[src/rtl/riscv_dp_lsu.sv]
// Memory-stage load/store unit driving a req/gnt/rvalid data bus and stalling the pipeline.
// Optional RISCV_LSU_MISALIGN_TRAP_EN: misaligned half/word accesses skip the bus and flag omisalign.
module riscv_dp_lsu #(
    parameter int unsigned MP_DATA_WIDTH = 32,
    parameter int unsigned MP_ADDR_WIDTH = 32
) (
    input  logic                     iclk,
    input  logic                     irst,
    input  logic                     ivalid,
    input  logic                     iwe,
    input  logic [2:0]               ifunct3,
    input  logic [MP_ADDR_WIDTH-1:0] iaddr,
    input  logic [MP_DATA_WIDTH-1:0] iwdata,
    output logic                     ostall,
    output logic                     odone,
    output logic [MP_DATA_WIDTH-1:0] ordata,
    output logic [1:0]               ooffset,
    output logic                     omisalign,
    output logic                     omem_req,
    output logic                     omem_we,
    output logic [MP_ADDR_WIDTH-1:0] omem_addr,
    output logic [3:0]               omem_be,
    output logic [MP_DATA_WIDTH-1:0] omem_wdata,
    input  logic                     imem_gnt,
    input  logic                     imem_rvalid,
    input  logic [MP_DATA_WIDTH-1:0] imem_rdata
);

    typedef enum logic [1:0] {StIdle, StReq, StWait, StDone} state_e;

    state_e                   state_q, state_d;
    logic [MP_ADDR_WIDTH-1:0] addr_q;
    logic [3:0]               be_q;
    logic [MP_DATA_WIDTH-1:0] wdata_q;
    logic                     we_q;
    logic [1:0]               off_q;
    logic [MP_DATA_WIDTH-1:0] rdata_q;
    logic [1:0]               roff_q;

    logic [1:0]               off;
    logic [3:0]               be_calc;
    logic [MP_DATA_WIDTH-1:0] wdata_calc;
    logic                     mis_calc;
    logic                     unused_funct3;

    assign off           = iaddr[1:0];
    assign unused_funct3 = ifunct3[2];

    // Byte and half rotate across all four lanes; half at offset 3 wraps to lanes 3 and 0.
    always_comb begin
        be_calc    = 4'b1111;
        wdata_calc = iwdata;
        if (ifunct3[1] == 1'b0) begin
            unique case (off)
                2'd0: wdata_calc = iwdata;
                2'd1: wdata_calc = {iwdata[23:0], iwdata[31:24]};
                2'd2: wdata_calc = {iwdata[15:0], iwdata[31:16]};
                2'd3: wdata_calc = {iwdata[7:0],  iwdata[31:8]};
                default: wdata_calc = iwdata;
            endcase
            if (ifunct3[0] == 1'b0) begin
                be_calc = 4'b0001 << off;
            end else begin
                unique case (off)
                    2'd0: be_calc = 4'b0011;
                    2'd1: be_calc = 4'b0110;
                    2'd2: be_calc = 4'b1100;
                    2'd3: be_calc = 4'b1001;
                    default: be_calc = 4'b0011;
                endcase
            end
        end
    end

`ifdef RISCV_LSU_MISALIGN_TRAP_EN
    logic mis_q;

    assign mis_calc  = (ifunct3[1:0] == 2'b01 && off == 2'd3) || (ifunct3[1] && off != 2'd0);
    assign omisalign = (state_q == StDone) && mis_q;

    always_ff @(posedge iclk or posedge irst) begin
        if (irst) begin
            mis_q <= 1'b0;
        end else if (state_q == StIdle && ivalid) begin
            mis_q <= mis_calc;
        end
    end
`else
    assign mis_calc  = 1'b0;
    assign omisalign = 1'b0;
`endif

    always_comb begin
        state_d = state_q;
        unique case (state_q)
            StIdle: if (ivalid) state_d = mis_calc ? StDone : StReq;
            StReq:  if (imem_gnt) state_d = we_q ? StDone : StWait;
            StWait: if (imem_rvalid) state_d = StDone;
            StDone: state_d = StIdle;
            default: state_d = StIdle;
        endcase
    end

    always_ff @(posedge iclk or posedge irst) begin
        if (irst) begin
            state_q <= StIdle;
            addr_q  <= '0;
            be_q    <= '0;
            wdata_q <= '0;
            we_q    <= 1'b0;
            off_q   <= '0;
            rdata_q <= '0;
            roff_q  <= '0;
        end else begin
            state_q <= state_d;
            if (state_q == StIdle && ivalid) begin
                addr_q  <= {iaddr[MP_ADDR_WIDTH-1:2], 2'b00};
                be_q    <= be_calc;
                wdata_q <= wdata_calc;
                we_q    <= iwe;
                off_q   <= off;
            end
            if (state_q == StWait && imem_rvalid) begin
                rdata_q <= imem_rdata;
                roff_q  <= off_q;
            end
        end
    end

    assign omem_req   = (state_q == StReq);
    assign omem_we    = (state_q == StReq) && we_q;
    assign omem_addr  = addr_q;
    assign omem_be    = be_q;
    assign omem_wdata = wdata_q;
    assign odone      = (state_q == StDone);
    assign ostall     = ivalid && (state_q != StDone);
    assign ordata     = rdata_q;
    assign ooffset    = roff_q;

endmodule

[config.mk]
export PLATFORM = sky130hd
export DESIGN_NAME = riscv_dp_lsu
export DESIGN_NICKNAME = d
export VERILOG_FILES = /design/src/rtl/riscv_dp_lsu.sv
export SDC_FILE = /design/constraint.sdc
export NUM_CORES = 1
export LEC_CHECK = 0
export CORE_ASPECT_RATIO = 1.2
export CORE_MARGIN = 4
export CORE_UTILIZATION = 39
export CTS_BUF_LIST = sky130_fd_sc_hd__clkbuf_2 sky130_fd_sc_hd__clkbuf_4 sky130_fd_sc_hd__clkbuf_8
export CTS_CLUSTER_DIAMETER = 50
export DETAILED_ROUTE_END_ITERATION = 10
export GPL_ROUTABILITY_DRIVEN = 0
export PLACE_DENSITY = 0.77
export SKIP_CTS_REPAIR_TIMING = 1
export SYNTH_ARGS = -nofsm -noshare
export SYNTH_HDL_FRONTEND = slang
export SYNTH_SLANG_ARGS = --single-unit
[constraint.sdc]
create_clock -name iclk -period 4.22 [get_ports iclk]
set_input_delay 1.266 -clock iclk [delete_from_list [all_inputs] [get_ports iclk]]
set_output_delay 1.266 -clock iclk [all_outputs]
set_load 0.02 [all_outputs]
==> reports/qor.yml, run 1 <==
status: "complete, no violations"
first_pass_iters: 7
syn_inst: 478
place.port_buffers: 207
grt_overflow: 0
start_util: 0.401
pin_count: 212
cts_tree: "yes"
worst_path_max_delay_cell: "clkdlybuf4s50_1"
start_kind: "input port"
layout-drive-gt1-share: 0.0948
pwr-share-comb: 0.521
hold_path_depth: 2
setup_viol: 0
crit_type: "input port to output port"
diodes: 0
switching_share: 0.386
grt_pass1_wl_um: 21500
final_area_sq_um: 7230
numCtsBuffers: 9
maxCapViolCount: 0
p_int_uw: 3050
wl_per_cell_um: 17.0
reg2reg_depth: 5
die_width_um: 110
period_needed_ns: 3.85
rows: 44
ir_worst_vdd_mv: 0.338
fmax_ghz: 0.260
seq_area_frac_synth: 0.539
slew_viol_final: 0
path_clk_slew_ns: 0.09
cp.arrival_ns: 2.58
cp_common_cell: "clkdlybuf4s50_1"
wirelength_um: 14200
crit_family: "buffers and inverters"
grt_max_degree: 65
syn_avg_cell_area_sq_um: 10.2
tns_ns: 0
cts.sinks: 105
power_density_nw_per_um2: 687
post-dp-hpwl_um: 10400
cts.path.max_buffers: 2
yosys_warnings: 0
syn_to_final_growth_pct: 48.3
grt_use_total: 0.193
drc_errors: 0
hold_violations: 0
crit_path_end_kind: "output port"
worstHoldPathType: "flop to flop"
die_area_sq_um: 14400
utilization: 0.594
crit_cells: 3
via_per_inst: 5.22
dp_worst_setup_slack_ns: 0.364
ys_ff_latch: 105
crit_path_max_fanout: 4
drtIter0Drc: 346
rsz0062_at_grt: "false"
core-area_sq_um: 12200
clkPwrFrac: 0.127
leakage_uw: 0.00313
setup_ws_ns: 0.374
antenna_left: 0
netlist_area_sq_um: 4870
relSlewSlack: 0.175
holdWs_ns: 0.482
insertion_delay_ns: 0.37
fin_nets: 787
antenna_found_initial: 0
place_area_sq_um: 7030
worst_slew_pin_slew_ns: 1.24
p_sw_uw: 1920
path_buf_inv: 2
critPathMaxStageDelay_ns: 0.63
finalCritPeriodShare: 0.911
synthDistinctLibCells: 29
cts.root.buffer_cell: "clkbuf_8"
cts_htree_levels: 3
cp_cell_sequence: "clkdlybuf4s50_1, nor2b_1, clkdlybuf4s50_1"
seq_power_share: 0.352
die_y_um: 130
fin_worst_skew_ns: 0.0124
cp.required_ns: 2.95
vias: 4362
grt_pass1_vias: 4279
==> power groups by stage <==
stage / combinational (uW) / sequential (uW) / clock, uW
6_report: 2590 / 1750 / 629
5_1_grt: 2800 / 1800 / 696
4_1_cts: 2620 / 1750 / 648
3_5_place_dp: 2620 / 1770 / 0
3_3_place_gp: 2570 / 1740 / 0
2_1_floorplan: 775 / 2300 / 0
==> worst paths after layout <==
check	endpoint	slack (ns)	from
max in group asynchronous	ordata[0]	2.03	irst
setup / recovery	ostall	0.37	ivalid
min in group asynchronous	ordata[19]	1.38	irst
hold reg to reg	omem_addr[2]	0.48	omem_addr[2]
setup reg to reg	omem_wdata[10]	2.18	state_q[0]
hold / removal	omem_addr[2]	0.48	omem_addr[2]
==> cell usage in the layout, fill, tap and decap left out, drive strengths merged, types with 2 or more instances in the layout <==
cell / instances
a2111oi: 2
a21oi: 3
a222oi: 32
and2: 33
buf: 9
clkbuf: 11
clkdlybuf4s50: 207
conb: 3
dfrtp: 105
ha: 11
inv: 7
mux2: 35
nand2: 130
nor2: 8
nor2b: 3
o21ai: 65
==> synth_stat cells, drive strengths merged <==
library cell | n | area [sq um]
nand2 | 130 | 490
a21oi | 3 | 15.0
a2bb2oi | 1 | 8.76
o21ai | 65 | 325
a222oi | 32 | 320
nor2 | 8 | 37.5
mux2 | 35 | 394
nor3 | 1 | 5.00
and2 | 33 | 206
inv | 6 | 22.5
dfrtp | 105 | 2630
a211oi | 1 | 7.51
a21o | 1 | 7.51
ha | 11 | 138
nor2b | 3 | 18.8
a31oi | 1 | 6.26
a2111oi | 2 | 17.5
buf | 24 | 153
o21a | 1 | 7.51
conb | 1 | 3.75
nand2b | 1 | 6.26
a22o | 1 | 8.76
clkbuf | 12 | 46.3
==> worst min-delay path, stage by stage, from the launching register on <==
cell and delay [ns]:
dfrtp_1 0.35, nand2_1 0.05, nand2_1 0.06
==> cells by family (layout without fill, tap and decap cells) <==
logic type / after synthesis / in the layout / synth area share
buf+inv: 42 / 237 / 0.0454
compound gates: 108 / 108 / 0.149
mux: 35 / 35 / 0.0809
simple gates: 176 / 176 / 0.157
flops: 105 / 105 / 0.539
other cells: 1 / 3 / 0.000769
fa+ha+maj: 11 / 11 / 0.0282
==> area by class of cell <==
type                            count  area, sq um
Timing Repair Buffer              216         2140
Multi-Input combinational cell    333         2040
Inverter                            6         25.0
Clock inverter                      4         51.3
Sequential cell                   105         2630
Clock buffer                       11          145
Tap cell                          161          201
Fill cell                        1039         4940
==> per-stage QoR <==
stage | total power [uW] | std cells
after floorplan | 3080 | 480
after global placement | 4310 | 821
after detailed placement | 4390 | 821
after CTS | 5020 | 836
after global routing | 5300 | 836
final | 4960 | 836
==> registers in the layout, summed over array words and instances (netlist names) <==
register,count
ordata,32
state_q,2
omem_addr,30
omem_be,4
omem_wdata,32
we_q,1
ooffset,2
off_q,2
==> per-layer routing <==
metal | GRT usage | part of all wire | vias to the layer above
met4 | 0.0624 | 0.011 | 0
met1 | 0.227 | 0.38 | 2098
li1 | - | - | 2042
met2 | 0.330 | 0.50 | 210
met5 | 0 | 0 | -
met3 | 0.0663 | 0.11 | 12
Power figures use the tool's default switching activity.
==> inputs of run 2 (changes only) <==
==> constraint.sdc (replaced) <==
create_clock -name iclk -period 3.25 [get_ports iclk]
set_input_delay 0.325 -clock iclk [delete_from_list [all_inputs] [get_ports iclk]]
set_output_delay 0.325 -clock iclk [all_outputs]
set_load 0.02 [all_outputs]
==> run 2 against run 1 <==
Against the previous run: design area about the same; global-route usage about the same; flip-flop and latch count unchanged; wire length up 0.70%; highest routed layer unchanged.
==> reports/qor.yml, run 2 (synthesis gave the netlist of run 1 again) <==
grt_pass1_wl_um: 21700
switching_share: 0.389
critPathMaxStageDelay_ns: 0.96
vias: 4328
drtIter0Drc: 306
pwr-share-comb: 0.520
crit_path_max_fanout: 32
clkPwrFrac: 0.130
p_int_uw: 3950
first_pass_iters: 6
grt_max_degree: 69
fin_cells: 832
status: "complete, no violations"
die_area_sq_um: 14400
setup_viol: 0
core-area_sq_um: 12200
insertion_delay_ns: 0.37
start_util: 0.401
rr_endpoint: "omem_addr[8]"
die_width_um: 110
relSlewSlack: 0.213
die_y_um: 130
multi_input_area_sq_um: 2040
drc_errors: 0
crit_path_end_kind: "flop"
reg2reg_depth: 6
grt_use_total: 0.193
cts.root.buffer_cell: "clkbuf_8"
hold_end: "omem_addr[30]"
hold_path_depth: 3
layout-drive-gt1-share: 0.0894
path_buf_inv: 2
place.port_buffers: 207
cts_tree: "yes"
wl_per_cell_um: 17.2
dp_worst_setup_slack_ns: 0.654
rows: 44
diodes: 0
antenna_found_initial: 0
pin_count: 212
grt_overflow: 0
wirelength_um: 14300
layout_commonest_cell: "clkdlybuf4s50_1"
antenna_left: 0
finalCritPeriodShare: 0.700
r2r_start: "state_q[0]"
register_area_sq_um: 2630
min-delay-start: "iaddr[30]"
tns_ns: 0
ir_worst_vdd_mv: 0.460
fillers: 1023
grt_pass1_vias: 4326
via_per_inst: 5.20
seq_power_share: 0.350
rsz0062_at_grt: "false"
p_sw_uw: 2520
maxCapViolCount: 0
fin_worst_skew_ns: 0.0152
placedCellCount: 816
path_clk_slew_ns: 0.11
syn_to_final_growth_pct: 48.2
power_density_nw_per_um2: 895
leakage_uw: 0.00312
fin_nets: 782
post-dp-hpwl_um: 10300
worstHoldPathType: "input port to flop"
start_kind: "input port"
r2r_slack_ns: 1.15
cp_cell_sequence: "clkdlybuf4s50_1, inv_1, ha_1, a222oi_1, and2_1, o21ai_1"
cp.arrival_ns: 2.56
cp.required_ns: 3.53
worst_path_max_delay_cell: "ha_1"
numCtsBuffers: 9
cts.path.max_buffers: 2
holdWs_ns: 0.467
slew_viol_final: 0
cts.sinks: 105
worst_slew_pin_slew_ns: 1.18
cts_htree_levels: 3
crit_family: "adder cells"
hold_violations: 0
final_cell_mix: "clkdlybuf4s50_1 (207), nand2_1 (128), dfrtp_1 (105), mux2_2 (35), o21ai_0 (34)"
fmax_ghz: 0.440
setup_ws_ns: 0.976
crit_type: "input port to flop"
period_needed_ns: 2.27
-- run 2: final cells by class --
class / count / area share
multi-input cells: 333 / 0.282
clock inverters: 6 / 0.0102
flip-flops and latches: 105 / 0.364
clock buffers: 10 / 0.0182
well taps: 161 / 0.0279
repair buffers: 211 / 0.295
inverters: 6 / 0.00347
-- run 2: layer usage --
| metal | share of wire | global-route usage | vias up |
|---|---|---|---|
| li1 | - | - | 2029 |
| met1 | 0.38 | 0.228 | 2061 |
| met2 | 0.48 | 0.327 | 220 |
| met3 | 0.12 | 0.0668 | 18 |
| met4 | 0.016 | 0.0638 | 0 |
| met5 | 0 | 0 | - |
-- run 2: tightest hold or removal path: stages --
cell             delay (ns)
clkdlybuf4s50_1        0.40
nand2_1                0.05
nand2_1                0.04
-- run 2: how the worst max path moves through the flow --
stage                          start              to  slack [ns]  cells after the start
final                       iaddr[0]  omem_wdata[25]        0.98                      6
after global routing        iaddr[1]  omem_wdata[11]        0.78                      6
after CTS                 state_q[1]         omem_we        1.02                      4
after detailed placement    iaddr[1]   omem_wdata[8]        0.65                      6
after global placement      iaddr[1]   omem_wdata[8]        0.74                      6
after floorplan                 irst        off_q[0]        0.16                      1
-- run 2: power by group through the flow --
stage	Clock, uW	Combinational, uW	Sequential (uW)
after detailed placement	0	3390	2290
after global placement	0	3330	2260
final	843	3360	2260
after global routing	931	3620	2340
after floorplan	0	1010	2990
after CTS	872	3400	2270
-- run 2: per-stage QoR --
stage | util | area, sq um | power (uW)
5_1_grt | 0.594 | 7220 | 6900
3_3_place_gp | 0.577 | 7020 | 5590
6_report | 0.594 | 7220 | 6460
4_1_cts | 0.594 | 7220 | 6540
3_5_place_dp | 0.577 | 7020 | 5690
2_1_floorplan | - | 4880 | 3990
